**src/rtl/linescroll_sched_if.sv**
```systemverilog
// Scroll request channel between the line-scroll scheduler and the framebuffer reader.
// The scheduler (master) drives the request; the reader (slave) accepts it with ready.
interface linescroll_sched_if #(
    parameter int LGPEND = 4
);
    logic              o_scroll_valid;
    logic              i_scroll_ready;
    logic [LGPEND-1:0] o_scroll_count;

    modport master (
        output o_scroll_valid,
        output o_scroll_count,
        input  i_scroll_ready
    );

    modport slave (
        input  o_scroll_valid,
        input  o_scroll_count,
        output i_scroll_ready
    );
endinterface

```
**src/rtl/linescroll_sched.sv**
```systemverilog
// Counts new-line strobes and issues at most one scroll request per frame,
// advancing the circular top-row pointer of the spectrogram on each accepted request.
module linescroll_sched #(
    parameter int NROWS  = 480,
    parameter int LGROWS = 9,
    parameter int LGPEND = 4
) (
    input  logic              i_clk,
    input  logic              i_reset_n,
    input  logic              i_line_stb,
    input  logic              i_frame_stb,
    linescroll_sched_if.master scroll,
    output logic [LGROWS-1:0] o_top_row,
    output logic              o_overflow,
    input  logic              i_clr_overflow
);
    localparam logic [0:0] S_IDLE = 1'b0;
    localparam logic [0:0] S_REQ  = 1'b1;

    localparam logic [LGROWS:0] NROWS_W = (LGROWS+1)'(NROWS);

    // Single conditional subtract is enough because the count never reaches NROWS.
    function automatic logic [LGROWS-1:0] wrap_row(input logic [LGROWS-1:0] row,
                                                   input logic [LGPEND-1:0] cnt);
        logic [LGROWS:0] sum;
        sum = {1'b0, row} + (LGROWS+1)'(cnt);
        if (sum >= NROWS_W)
            sum = sum - NROWS_W;
        return sum[LGROWS-1:0];
    endfunction

    logic [0:0]        r_state;
    logic [LGPEND-1:0] r_pending;
    logic [LGPEND-1:0] r_count;
    logic              r_valid;
    logic [LGROWS-1:0] r_top;
    logic              r_ovf;

    logic w_pend_max;
    logic w_take;
    logic w_hs;
    logic w_lost;

    assign w_pend_max = &r_pending;
    assign w_take     = (r_state == S_IDLE) && i_frame_stb && (r_pending != '0);
    assign w_hs       = r_valid && scroll.i_scroll_ready;
    // When a request is taken the counter restarts, so a line at saturation is not lost.
    assign w_lost     = i_line_stb && w_pend_max && !w_take;

    always_ff @(posedge i_clk) begin
        if (!i_reset_n) begin
            r_state   <= S_IDLE;
            r_pending <= '0;
            r_count   <= '0;
            r_valid   <= 1'b0;
            r_top     <= '0;
            r_ovf     <= 1'b0;
        end else begin
            if (w_take)
                r_pending <= LGPEND'(i_line_stb);
            else if (i_line_stb && !w_pend_max)
                r_pending <= r_pending + 1'b1;

            if (w_lost)
                r_ovf <= 1'b1;
            else if (i_clr_overflow)
                r_ovf <= 1'b0;

            case (r_state)
                S_IDLE: begin
                    if (w_take) begin
                        r_state <= S_REQ;
                        r_valid <= 1'b1;
                        r_count <= r_pending;
                    end
                end
                S_REQ: begin
                    if (w_hs) begin
                        r_state <= S_IDLE;
                        r_valid <= 1'b0;
                        r_top   <= wrap_row(r_top, r_count);
                    end
                end
                default: begin
                    r_state <= S_IDLE;
                    r_valid <= 1'b0;
                end
            endcase
        end
    end

    assign scroll.o_scroll_valid = r_valid;
    assign scroll.o_scroll_count = r_count;
    assign o_top_row             = r_top;
    assign o_overflow            = r_ovf;
endmodule

```
**src/flat_wrapper.sv**
```systemverilog
// flat-port wrapper written by rule: the top's interface ports become plain ports
module linescroll_sched_flat 
#(
    parameter int NROWS  = 480,
    parameter int LGROWS = 9,
    parameter int LGPEND = 4
)
  (i_clk, i_reset_n, i_line_stb, i_frame_stb, o_top_row, o_overflow, i_clr_overflow, scroll_o_scroll_valid, scroll_o_scroll_count, scroll_i_scroll_ready);
  linescroll_sched_if #(.LGPEND(LGPEND)) scroll_i ();
  input  logic i_clk;
  input  logic i_reset_n;
  input  logic i_line_stb;
  input  logic i_frame_stb;
  output logic [LGROWS-1:0] o_top_row;
  output logic o_overflow;
  input  logic i_clr_overflow;
  output wire logic [$bits(scroll_i.o_scroll_valid)-1:0] scroll_o_scroll_valid;
  output wire logic [$bits(scroll_i.o_scroll_count)-1:0] scroll_o_scroll_count;
  input wire logic [$bits(scroll_i.i_scroll_ready)-1:0] scroll_i_scroll_ready;
  assign scroll_o_scroll_valid = scroll_i.o_scroll_valid;
  assign scroll_o_scroll_count = scroll_i.o_scroll_count;
  assign scroll_i.i_scroll_ready = scroll_i_scroll_ready;
  linescroll_sched #(.NROWS(NROWS), .LGROWS(LGROWS), .LGPEND(LGPEND)) u_core (.i_clk(i_clk), .i_reset_n(i_reset_n), .i_line_stb(i_line_stb), .i_frame_stb(i_frame_stb), .scroll(scroll_i), .o_top_row(o_top_row), .o_overflow(o_overflow), .i_clr_overflow(i_clr_overflow));
endmodule
```
**config.mk**
```make
export PLATFORM = sky130hd
export DESIGN_NAME = linescroll_sched_flat
export DESIGN_NICKNAME = d
export VERILOG_FILES = /design/src/rtl/linescroll_sched_if.sv /design/src/rtl/linescroll_sched.sv /design/src/flat_wrapper.sv
export SDC_FILE = /design/constraint.sdc
export NUM_CORES = 1
export LEC_CHECK = 0
export CORE_UTILIZATION = 51
export DETAILED_ROUTE_END_ITERATION = 10
export PLACE_DENSITY = 0.78
export SKIP_CTS_REPAIR_TIMING = 1
export SYNTH_ARGS = -nofsm -noshare
export SYNTH_HDL_FRONTEND = slang
export SYNTH_SLANG_ARGS = --single-unit
export TNS_END_PERCENT = 100
```
**constraint.sdc**
```tcl
create_clock -name i_clk -period 2.65 [get_ports i_clk]
set_input_delay 0.53 -clock i_clk [delete_from_list [all_inputs] [get_ports i_clk]]
set_output_delay 0.53 -clock i_clk [all_outputs]
set_load 0.01 [all_outputs]
```
==> impl_results.rst <==
.. list-table::
   :header-rows: 1

   * - Metric
     - Value
   * - Clock skew after layout
     - 0.00328 ns
   * - Longest individual stage delay on the worst path
     - 0.45 ns
   * - Total of buffers placed on input and output ports
     - 20
   * - DIE AREA
     - 2520 sq um
   * - Hold Path Origin
     - u_core.o_top_row[0]
   * - Setup WS pre-CTS
     - 0.474 ns
   * - Relative area change from synthesis to final layout
     - 21.0%
   * - Row cnt
     - 17
   * - Avg Synthesized Cell Area
     - 8.51 sq um
   * - Vias per cell
     - 5.75
   * - Placed inst area
     - 1390 sq um
   * - Crit path from
     - u_core.scroll.o_scroll_count[0]
   * - HP Class
     - flop to flop
   * - Path type of the worst setup path
     - flop to flop
   * - Worst-case setup margin in the final layout
     - 0.595 ns
   * - Critical path capture point type
     - flop
   * - CP Max Fanout
     - 6
   * - Number of different library cells in the post-synthesis netlist
     - 47
   * - Util after Layout
     - 65.3%
   * - Post-route DRC
     - 0
   * - Routed Wire Length
     - 2.52 mm
   * - Routed len/inst
     - 13.6 microns
   * - Endpoint required time on the critical path
     - 2.86 ns
   * - Sum of internal, switching and leakage power
     - 0.542 mW
   * - Max IR drop VDD
     - 0.253 mV
   * - H-Tree Level Count
     - 1
   * - Finish-stage setup viols
     - 0
   * - HPWL after DPL
     - 1.84 mm
   * - Number of cells traversed by the worst register-to-register path
     - 7
   * - Data arrival time of the critical path
     - 2.26 ns
   * - ANT nets after route
     - 0
   * - Flip-flop cell with the highest count after synthesis
     - sky130_fd_sc_hd__dfxtp_1
   * - Final hold violation count
     - 0
   * - Highest achievable clock rate
     - 487 MHz
   * - Clk root buf
     - sky130_fd_sc_hd__clkbuf_4
   * - Number of warnings printed during yosys synthesis
     - 0
   * - Post-synth EDFFs
     - 0
   * - Residual overflow from global routing
     - 0
   * - Worst-path clk slew
     - 0.12 ns
   * - Vertical extent of the die
     - 50.2 microns
   * - Crit share post-route
     - 77.6%
   * - Initial antenna violation count
     - 0
   * - # placed instances
     - 181
   * - Min Tclk post-route
     - 2.06 ns
   * - Via count of the first global-routing pass
     - 998
   * - Hold Path Stages
     - 2
   * - Initial core utilization
     - 54.0%
   * - Hold Crit Endpoint
     - u_core.o_top_row[0]
   * - Final nets
     - 171
   * - Antenna Cells
     - 0
   * - Netlist area before placement
     - 1180 sq um
   * - P_leak
     - 0.521 nW
   * - Launch instance of the worst register-to-register path
     - u_core.scroll.o_scroll_count[0]
   * - Element type at the critical path start
     - flop
   * - Maximum number of buffers from clock root to sink
     - 2
   * - TritonCTS clock tree
     - done
   * - Maximum number of pins on one net before global-route repair
     - 13
   * - Count of pins over their slew limit
     - 0
   * - Final Wtd Congestion
     - 0.915
   * - Final std cells w/o fill
     - 185
   * - Worst path bufs/invs
     - 0
   * - Total global-route track usage
     - 23.9%
   * - Width of the chip
     - 50.2 microns
   * - Critical Path Slowest Stage Cell
     - sky130_fd_sc_hd__fa_1
   * - Io pins
     - 21
   * - Tightest Pin Transition
     - 0.662 ns
   * - Total clock buffers created by CTS
     - 3
   * - RSZ-0062 raised after global routing
     - false
   * - Slew HR
     - 55.6%
   * - FFs w/ async S/R, synth
     - 0%
   * - Synthesized netlist net count
     - 152
   * - Wire length of the first global-routing pass
     - 4.56 mm
   * - Synthesis-stage register bit count
     - 20
   * - Setup slack, reg-to-reg
     - 0.59 ns
   * - Largest delay share family, worst path
     - adder cells
   * - Register area share after synthesis
     - 33.9%
   * - WHS
     - 0.492 ns
   * - First drt pass iteration count
     - 4
   * - Number of max-capacitance violations reported
     - 0
   * - Placeable Area
     - 2190 sq um
   * - Ratio of cells with drive above 1 in the final layout
     - 10.2%
   * - Outcome
     - complete, no violations
   * - Total power density per cell area
     - 379 nW/um^2
   * - Most frequent cells in the layout
     - 20 x sky130_fd_sc_hd__clkdlybuf4s50_1, 20 x sky130_fd_sc_hd__dfxtp_1, 15 x sky130_fd_sc_hd__nand2_1
   * - Cell count after synthesis
     - 139
   * - Clock net sink count
     - 20
   * - Starting DRT DRC Count
     - 22
   * - Capture instance of the worst register-to-register path
     - u_core.o_top_row[5]
   * - Final-layout setup total negative slack
     - 0 ns
   * - Clock network latency to the later pin of the worst-skew pair
     - 0.30 ns
   * - Series of cell instances along the critical path
     - ha_1 -> fa_1 -> a211oi_2 -> nor2_2 -> o311ai_1 -> nand3_1 -> and3_1
   * - Fin area
     - 1430 sq um
   * - Via count
     - 1064
## worst max path at each step
stage / end / slack (ns) / cells past startpoint
2_1_floorplan: u_core.o_top_row[5] / 0.68 / 7
3_3_place_gp: u_core.r_pending[0] / 0.53 / 6
3_5_place_dp: u_core.r_pending[0] / 0.47 / 6
4_1_cts: u_core.o_top_row[5] / 0.60 / 7
5_1_grt: u_core.o_top_row[5] / 0.48 / 7
6_report: u_core.o_top_row[5] / 0.59 / 7
## worst register-to-register path, delay by kind of cell, from the launching register on
family | cells | cell delay (ns)
adders and majority gates | 2 | 0.70
DFF | 1 | 0.34
and+or+nand+nor | 3 | 0.38
AOI/OAI and AO/OA | 2 | 0.55
## sequential cells by signal, indices dropped and copies added, names as in the netlist
| signal | flops |
|---|---|
| u_core.o_overflow | 1 |
| u_core.o_top_row | 9 |
| u_core.r_pending | 4 |
| u_core.r_state | 1 |
| u_core.scroll.o_scroll_count | 4 |
| u_core.scroll.o_scroll_valid | 1 |
## layout make-up
cell class,count,area (sq um)
Fill cell,191,761
Multi-Input combinational cell,106,724
Sequential cell,20,400
Timing Repair Buffer,22,215
Clock buffer,4,36.3
Tap cell,28,35.0
Inverter,5,18.8
## metal layers
layer	track usage (%)	wire length, microns	up-vias
met1	32.8	1260	497
met5	0	0	-
met3	3.94	90	2
li1	-	-	544
met2	36.9	1140	21
met4	10.0	26	0
## power breakdown
part / switching, mW / internal, mW / total [mW]
combinational: 0.0254 / 0.0244 / 0.0497
sequential: 0.00705 / 0.307 / 0.314
clock: 0.0951 / 0.0837 / 0.179
## cells in the mapped netlist (all sizes together), types with 2 or more instances
cell type	count	area, sq um
nor3	3	15.0
nand2	15	56.3
a22oi	3	22.5
buf	5	26.3
nand3	6	40.0
ha	6	75.1
xnor2	2	17.5
and3	4	25.0
inv	5	18.8
a211oi	4	40.0
nor2b	9	56.3
dfxtp	20	400
a21oi	11	62.6
a21o	2	15.0
nor2	5	21.3
nand4	3	18.8
a21boi	5	37.5
and2	2	12.5
o21ai	8	43.8
a31oi	2	12.5
clkbuf	3	12.5
## cells by family after synthesis
logic type	count (synthesis)	share of synthesized area, %
DFF	20	33.9
buffers and inverters	13	4.87
AOI/OAI and AO/OA	45	27.5
adders and majority gates	7	8.04
and+or+nand+nor	51	23.3
xor gates and xnor gates	2	1.48
muxes	1	0.952
Note: power is estimated with default switching activity, not from simulation.
